$ cat config.mk
export PLATFORM = sky130hd
export DESIGN_NAME = aes_key_sched_ctrl
export DESIGN_NICKNAME = d
export VERILOG_FILES = /design/src/rtl/aes_pkg.sv /design/src/rtl/aes_rk_regfile.sv /design/src/rtl/aes_key_sched_ctrl.sv
export SDC_FILE = /design/constraint.sdc
export NUM_CORES = 2
export LEC_CHECK = 0
export ABC_CLOCK_PERIOD_IN_PS = 3000
export CAP_MARGIN = 20
export CORE_ASPECT_RATIO = 0.75
export CORE_MARGIN = 8
export CORE_UTILIZATION = 57
export CTS_CLUSTER_DIAMETER = 100
export CTS_CLUSTER_SIZE = 30
export DETAILED_ROUTE_END_ITERATION = 16
export GPL_ROUTABILITY_DRIVEN = 0
export PLACE_DENSITY = 0.78
export SETUP_SLACK_MARGIN = 0.05
export SYNTH_ARGS = -nofsm -noshare
export SYNTH_HDL_FRONTEND = slang
export SYNTH_SLANG_ARGS = --single-unit
$ cat constraint.sdc
create_clock -name clk_i -period 3 [get_ports clk_i]
set_clock_uncertainty 0.05 [all_clocks]
set_input_delay 0.6 -clock clk_i [delete_from_list [all_inputs] [get_ports clk_i]]
set_output_delay 0.6 -clock clk_i [all_outputs]
set_load 0.01 [all_outputs]
$ cat src/rtl/aes_pkg.sv
// aes_pkg: shared types, constants and RCON helper for the AES-128 key schedule
package aes_pkg;
  typedef logic [127:0] aes_key_t;
  typedef enum logic [1:0] {IDLE, ISSUE, WAIT, DONE} ks_state_e;
  localparam int AES128_ROUNDS = 10;
  function automatic logic [7:0] xtime(input logic [7:0] b);
    return {b[6:0], 1'b0} ^ (b[7] ? 8'h1b : 8'h00);
  endfunction
endpackage

$ cat src/rtl/aes_rk_regfile.sv
// aes_rk_regfile: round-key storage, one write port and one combinational read port
//  clk_i, rst_ni        clock, async active-low reset (clears all entries)
//  we_i/waddr_i/wdata_i write strobe, entry index, round key
//  raddr_i/rdata_o      read index, round key (0 when index is out of range)
module aes_rk_regfile
  import aes_pkg::*;
#(
  parameter int DEPTH = AES128_ROUNDS + 1
) (
  input  logic         clk_i,
  input  logic         rst_ni,
  input  logic         we_i,
  input  logic [3:0]   waddr_i,
  input  logic [127:0] wdata_i,
  input  logic [3:0]   raddr_i,
  output logic [127:0] rdata_o
);
  aes_key_t rk [DEPTH];
  always_ff @(posedge clk_i or negedge rst_ni)
    if (!rst_ni) rk <= '{default: '0};
    else if (we_i && waddr_i < 4'(DEPTH)) rk[waddr_i] <= wdata_i;
  assign rdata_o = raddr_i < 4'(DEPTH) ? rk[raddr_i] : '0;
endmodule

$ cat src/rtl/aes_key_sched_ctrl.sv
// aes_key_sched_ctrl: sequences an external single-round key-expansion datapath and stores round keys
//  key_valid_i/key_ready_o/key_i  host key load (accepted in IDLE or DONE)
//  flush_i                        abort expansion and invalidate the key set
//  rnd_start_o/rnd_key_o/rnd_rcon_o  round request to the datapath
//  rnd_key_i/rnd_valid_i          datapath result
//  rk_idx_i/rk_o                  round-key read port for the cipher core
//  keys_valid_o/busy_o/err_o      status; err_o is a sticky datapath timeout
module aes_key_sched_ctrl
  import aes_pkg::*;
#(
  parameter int NUM_ROUNDS = AES128_ROUNDS,
  parameter int TIMEOUT    = 16
) (
  input  logic         clk_i,
  input  logic         rst_ni,
  input  logic         key_valid_i,
  output logic         key_ready_o,
  input  logic [127:0] key_i,
  input  logic         flush_i,
  output logic         rnd_start_o,
  output logic [127:0] rnd_key_o,
  output logic [7:0]   rnd_rcon_o,
  input  logic [127:0] rnd_key_i,
  input  logic         rnd_valid_i,
  input  logic [3:0]   rk_idx_i,
  output logic [127:0] rk_o,
  output logic         keys_valid_o,
  output logic         busy_o,
  output logic         err_o
);
  localparam int TW = $clog2(TIMEOUT);
  ks_state_e      state, state_nx;
  logic [3:0]     round;
  logic [7:0]     rcon;
  logic [TW-1:0]  timer;
  aes_key_t       prev_key;
  logic           accept, rnd_done, last, timeout;
  assign accept   = key_valid_i && key_ready_o;
  assign rnd_done = state == WAIT && rnd_valid_i;
  assign last     = round == 4'(NUM_ROUNDS);
  assign timeout  = state == WAIT && !rnd_valid_i && timer == TW'(TIMEOUT - 1);
  always_ff @(posedge clk_i or negedge rst_ni)
    if (!rst_ni) state <= IDLE;
    else state <= state_nx;
  always_comb begin
    state_nx = state;
    if (flush_i) state_nx = IDLE;
    else if (accept) state_nx = ISSUE;
    else if (state == ISSUE) state_nx = WAIT;
    else if (rnd_done) state_nx = last ? DONE : ISSUE;
    else if (timeout) state_nx = IDLE;
  end
  // datapath-facing outputs are zeroed outside an expansion so idle outputs read 0
  always_comb begin
    key_ready_o  = state == IDLE || state == DONE;
    busy_o       = state == ISSUE || state == WAIT;
    rnd_start_o  = state == ISSUE;
    keys_valid_o = state == DONE;
    rnd_key_o    = (state == ISSUE || state == WAIT) ? prev_key : '0;
    rnd_rcon_o   = (state == ISSUE || state == WAIT) ? rcon : '0;
  end
  // prev_key mirrors rk[round-1] so the datapath input needs no second read port
  always_ff @(posedge clk_i or negedge rst_ni)
    if (!rst_ni) begin
      round    <= '0;
      rcon     <= 8'h01;
      timer    <= '0;
      prev_key <= '0;
      err_o    <= 1'b0;
    end else if (flush_i) err_o <= 1'b0;
    else if (accept) begin
      round    <= 4'd1;
      rcon     <= 8'h01;
      prev_key <= key_i;
      err_o    <= 1'b0;
    end else if (state == ISSUE) timer <= '0;
    else if (rnd_done && !last) begin
      round    <= round + 4'd1;
      rcon     <= xtime(rcon);
      prev_key <= rnd_key_i;
    end else if (timeout) err_o <= 1'b1;
    else if (state == WAIT) timer <= timer + 1'b1;
  aes_rk_regfile #(.DEPTH(NUM_ROUNDS + 1)) u_rf (
    .clk_i   (clk_i),
    .rst_ni  (rst_ni),
    .we_i    (!flush_i && (accept || rnd_done)),
    .waddr_i (accept ? 4'd0 : round),
    .wdata_i (accept ? key_i : rnd_key_i),
    .raddr_i (rk_idx_i),
    .rdata_o (rk_o)
  );
endmodule

==> impl_metrics.csv <==
group,metric,value,unit
sta,finalMaxSlewViolations,0,
logic_synthesis,yosysTopAreaCell,"dfrtp_1",
run,maxCapViolations,0,
power,power_switching,16.0,mW
detailed_routing,drt_iter0_drc,5787,
cts,cts_tree,"yes",
detailed_routing,via_per_inst,6.18,
power,internal-power,34.6,mW
power,powerDensity,594,nW/µm²
logic_synthesis,synth.top_cell.area_share,54.3,%
logic_synthesis,synth_area,71600,µm²
detailed_routing,wl,217000,µm
outcome,outcome,"complete, no violations",
power,vdd_drop_max,469,µV
cts,cts_buffers,59,
detailed_routing,drtPass1Iterations,8,
critical_path,cp_cell_sequence,"clkdlybuf4s18_2 -> nor2_4 -> buf_12 -> bufbuf_16 -> a221oi_2 -> o21ai_0 -> o21ai_1 -> clkdlybuf4s15_1",
worst_hold_path,hold_path.class,"register to register",
global_route,antenna_found_initial,10,
power,comb_power_share,26.4,%
cts,cts_sinks,1555,
logic_synthesis,synth_seq_area_share,54.3,%
floorplanning,die_width,425,µm
power,p_seq_share,53.3,%
layout,fill_cells,9047,
power,leakagePower,40.2,nW
logic_synthesis,ys_ff_latch,1555,
critical_path,cpPeakStageDelay,0.32,ns
layout,utilization,68.3,%
worst_hold_path,hold_depth,2,
sta,timing.fmax,339,MHz
critical_path,end_kind,"primary output",
sta,period_share,98.3,%
global_route,grt_pass1_wl,330000,µm
global_route,grt_max_degree,131,
sta,grt_setup_unrepaired,"true",
layout,nNetsFinal,7509,
floorplanning,die_h,323,µm
sta,whs,0.441,ns
floorplanning,io_pins,534,
critical_path,path_max_fanout,26,
detailed_routing,routedWlPerCell,24.3,µm
detailed_routing,postRouteAntennaNets,0,
global_route,grt_pass1_vias,55900,
logic_synthesis,synth_edf_count,0,
global_route,grt_remaining_overflow,0,
floorplanning,start_util,57.5,%
critical_path,cp-start-kind,"input pin",
logic_synthesis,yosys_most_used_dff,"dfrtp_1",
cts,clk_latency,0.69,ns
detailed_routing,num_vias,55000,
power,switching_share,31.7,%
critical_path,cp.required,2.35,ns
global_route,grtUsageTotal,30.3,%
logic_synthesis,postSynthCellCount,6555,
logic_synthesis,synth_fp_nets,6826,
cts,ctsHtreeMaxLevel,2,
layout,drive_gt1_share,20.5,%
cts,cts_root_buffer,"clkbuf_16",
critical_path,reg2reg_depth,9,
floorplanning,dieArea,137000,µm²
layout,final_cell_mix,"1554 x dfrtp_1, 780 x nand2_1, 775 x nor2_1",
sta,hold_viol_final,0,
cts,clockBufferDepth,3,
sta,setup_violations,0,
placement,hpwlAfterDp,143000,µm
sta,slew_headroom,48.6,%
layout,final_common_cell,"dfrtp_1",
critical_path,arrival,2.30,ns
layout,areaGrowthSynthToFinish,18.9,%
floorplanning,core,125000,µm²
critical_path,worst_path_max_delay_cell,"bufbuf_16",
placement,portBuffers,533,
logic_synthesis,ys_warn_count,0,
logic_synthesis,async_reset_ff_share,100,%
sta,final.setup.tns,0,ns
sta,period_minus_slack,2.95,ns
floorplanning,row_count,112,
sta,worst_pin_slew,0.771,ns
cts,path_clk_slew,0.11,ns
critical_path,critPathKind,"input pin to primary output",
logic_synthesis,synth_area_per_cell,10.9,µm²
detailed_routing,drc,0,
power,pwr-share-clk,20.3,%
logic_synthesis,synth_area_leaders,"dfrtp_1 54%, mux2i_1 6.5%, mux2_2 5.9%",
logic_synthesis,ys_types,59,
-- worst max-delay path, delay by kind of cell --
family,cells,cell delay (ns)
buffers and inverters,4,1.03
AOI/OAI and AO/OA,3,0.58
and+or+nand+nor,1,0.08
-- logic make-up (layout without fill, tap and decap cells) --
| logic type | after synthesis | count (layout) | synth area share [%] |
|---|---|---|---|
| AO/OA/AOI/OAI | 1573 | 1573 | 11.8 |
| flip-flops | 1555 | 1555 | 54.3 |
| AND/OR/NAND/NOR | 1738 | 1738 | 9.85 |
| other | 0 | 7 | 0 |
| buffers and inverters | 526 | 1223 | 3.93 |
| XOR/XNOR | 5 | 5 | 0.0612 |
| multiplexers | 1152 | 1152 | 19.9 |
| adder cells (fa/ha/maj) | 6 | 6 | 0.105 |
-- layout make-up --
type	count	area, µm²	area share, %
multi-input combinational	4474	30200	35.5
inverter	8	32.5	0.0382
tap	1653	2070	2.43
clock buffer	72	1570	1.84
sequential	1555	38900	45.7
clock inverter	3	80.1	0.0941
antenna	7	17.5	0.0206
timing repair buffer	1140	12200	14.4
-- registers in the layout, indices dropped and copies added (netlist names) --
register  cells
err_o         1
prev_key    128
rcon          8
round         4
state         2
timer         4
u_rf.rk    1408
-- stage by stage --
stage | setup slack [ns] | std cells | cell area [µm²] | power (mW)
floorplan | 0.367 | 6555 | 71600 | 34.2
global placement | -0.583 | 8715 | 82000 | 39.6
detailed placement | -0.689 | 8715 | 82000 | 40.3
CTS | -0.197 | 8850 | 84500 | 50.2
global route | -0.0168 | 8912 | 85100 | 52.9
finish | 0.0496 | 8912 | 85100 | 50.6
-- synth_stat cells (7+ instances only) --
cell type and number:
a21oi_1 771, a221oi_1 128, a22oi_1 9, buf_1 13, buf_12 9, buf_2 181
buf_4 43, buf_6 38, clkbuf_1 232, dfrtp_1 1554, inv_1 7, mux2_1 58
mux2_2 374, mux2_4 80, mux2i_1 462, mux2i_2 50, mux4_2 128, nand2_1 781
nor2_1 778, nor2b_1 140, o21ai_0 651
-- worst paths after layout --
check	slack (ns)	from	endpoint
worst max register to register	0.16	state[1]$_DFFE_PN0P_	u_rf.rk[620]$_DFFE_PN0P_
worst min register to register	0.44	u_rf.rk[264]$_DFFE_PN0P_	u_rf.rk[264]$_DFFE_PN0P_
min in group asynchronous	0.45	rst_ni	u_rf.rk[235]$_DFFE_PN0P_
worst min-delay path	0.44	u_rf.rk[264]$_DFFE_PN0P_	u_rf.rk[264]$_DFFE_PN0P_
worst max-delay path	0.05	rk_idx_i[2]	rk_o[45]
max in group asynchronous	1.37	rst_ni	u_rf.rk[419]$_DFFE_PN0P_
-- routing by layer --
metal	vias up	track usage (%)	share of wire, %
met2	2605	48.7	47
met1	27900	42.0	41
li1	24100	-	-
met3	475	4.88	7.7
met4	4	11.4	4.0
met5	-	0	0.013
-- repair_timing --
action | 4_1_cts | 5_1_grt
pin swaps | 9 | 21
buffers inserted | 46 | 43
gates cloned | 13 | 13
hold buffers | 1 | 0
hold endpoints to repair | 61 | 0
setup endpoints to repair | 267 | 171
gates resized for setup | 520 | 281
-- power groups by stage --
stage               logic (mW)  registers (mW)  clock network [mW]
floorplan                 7.66            26.6                   0
global placement          12.6            27.0                   0
detailed placement        13.1            27.2                   0
CTS                       13.0            26.8                10.4
global route              14.5            27.3                11.1
finish                    13.4            27.0                10.3
(Power assumes the default switching activity.)
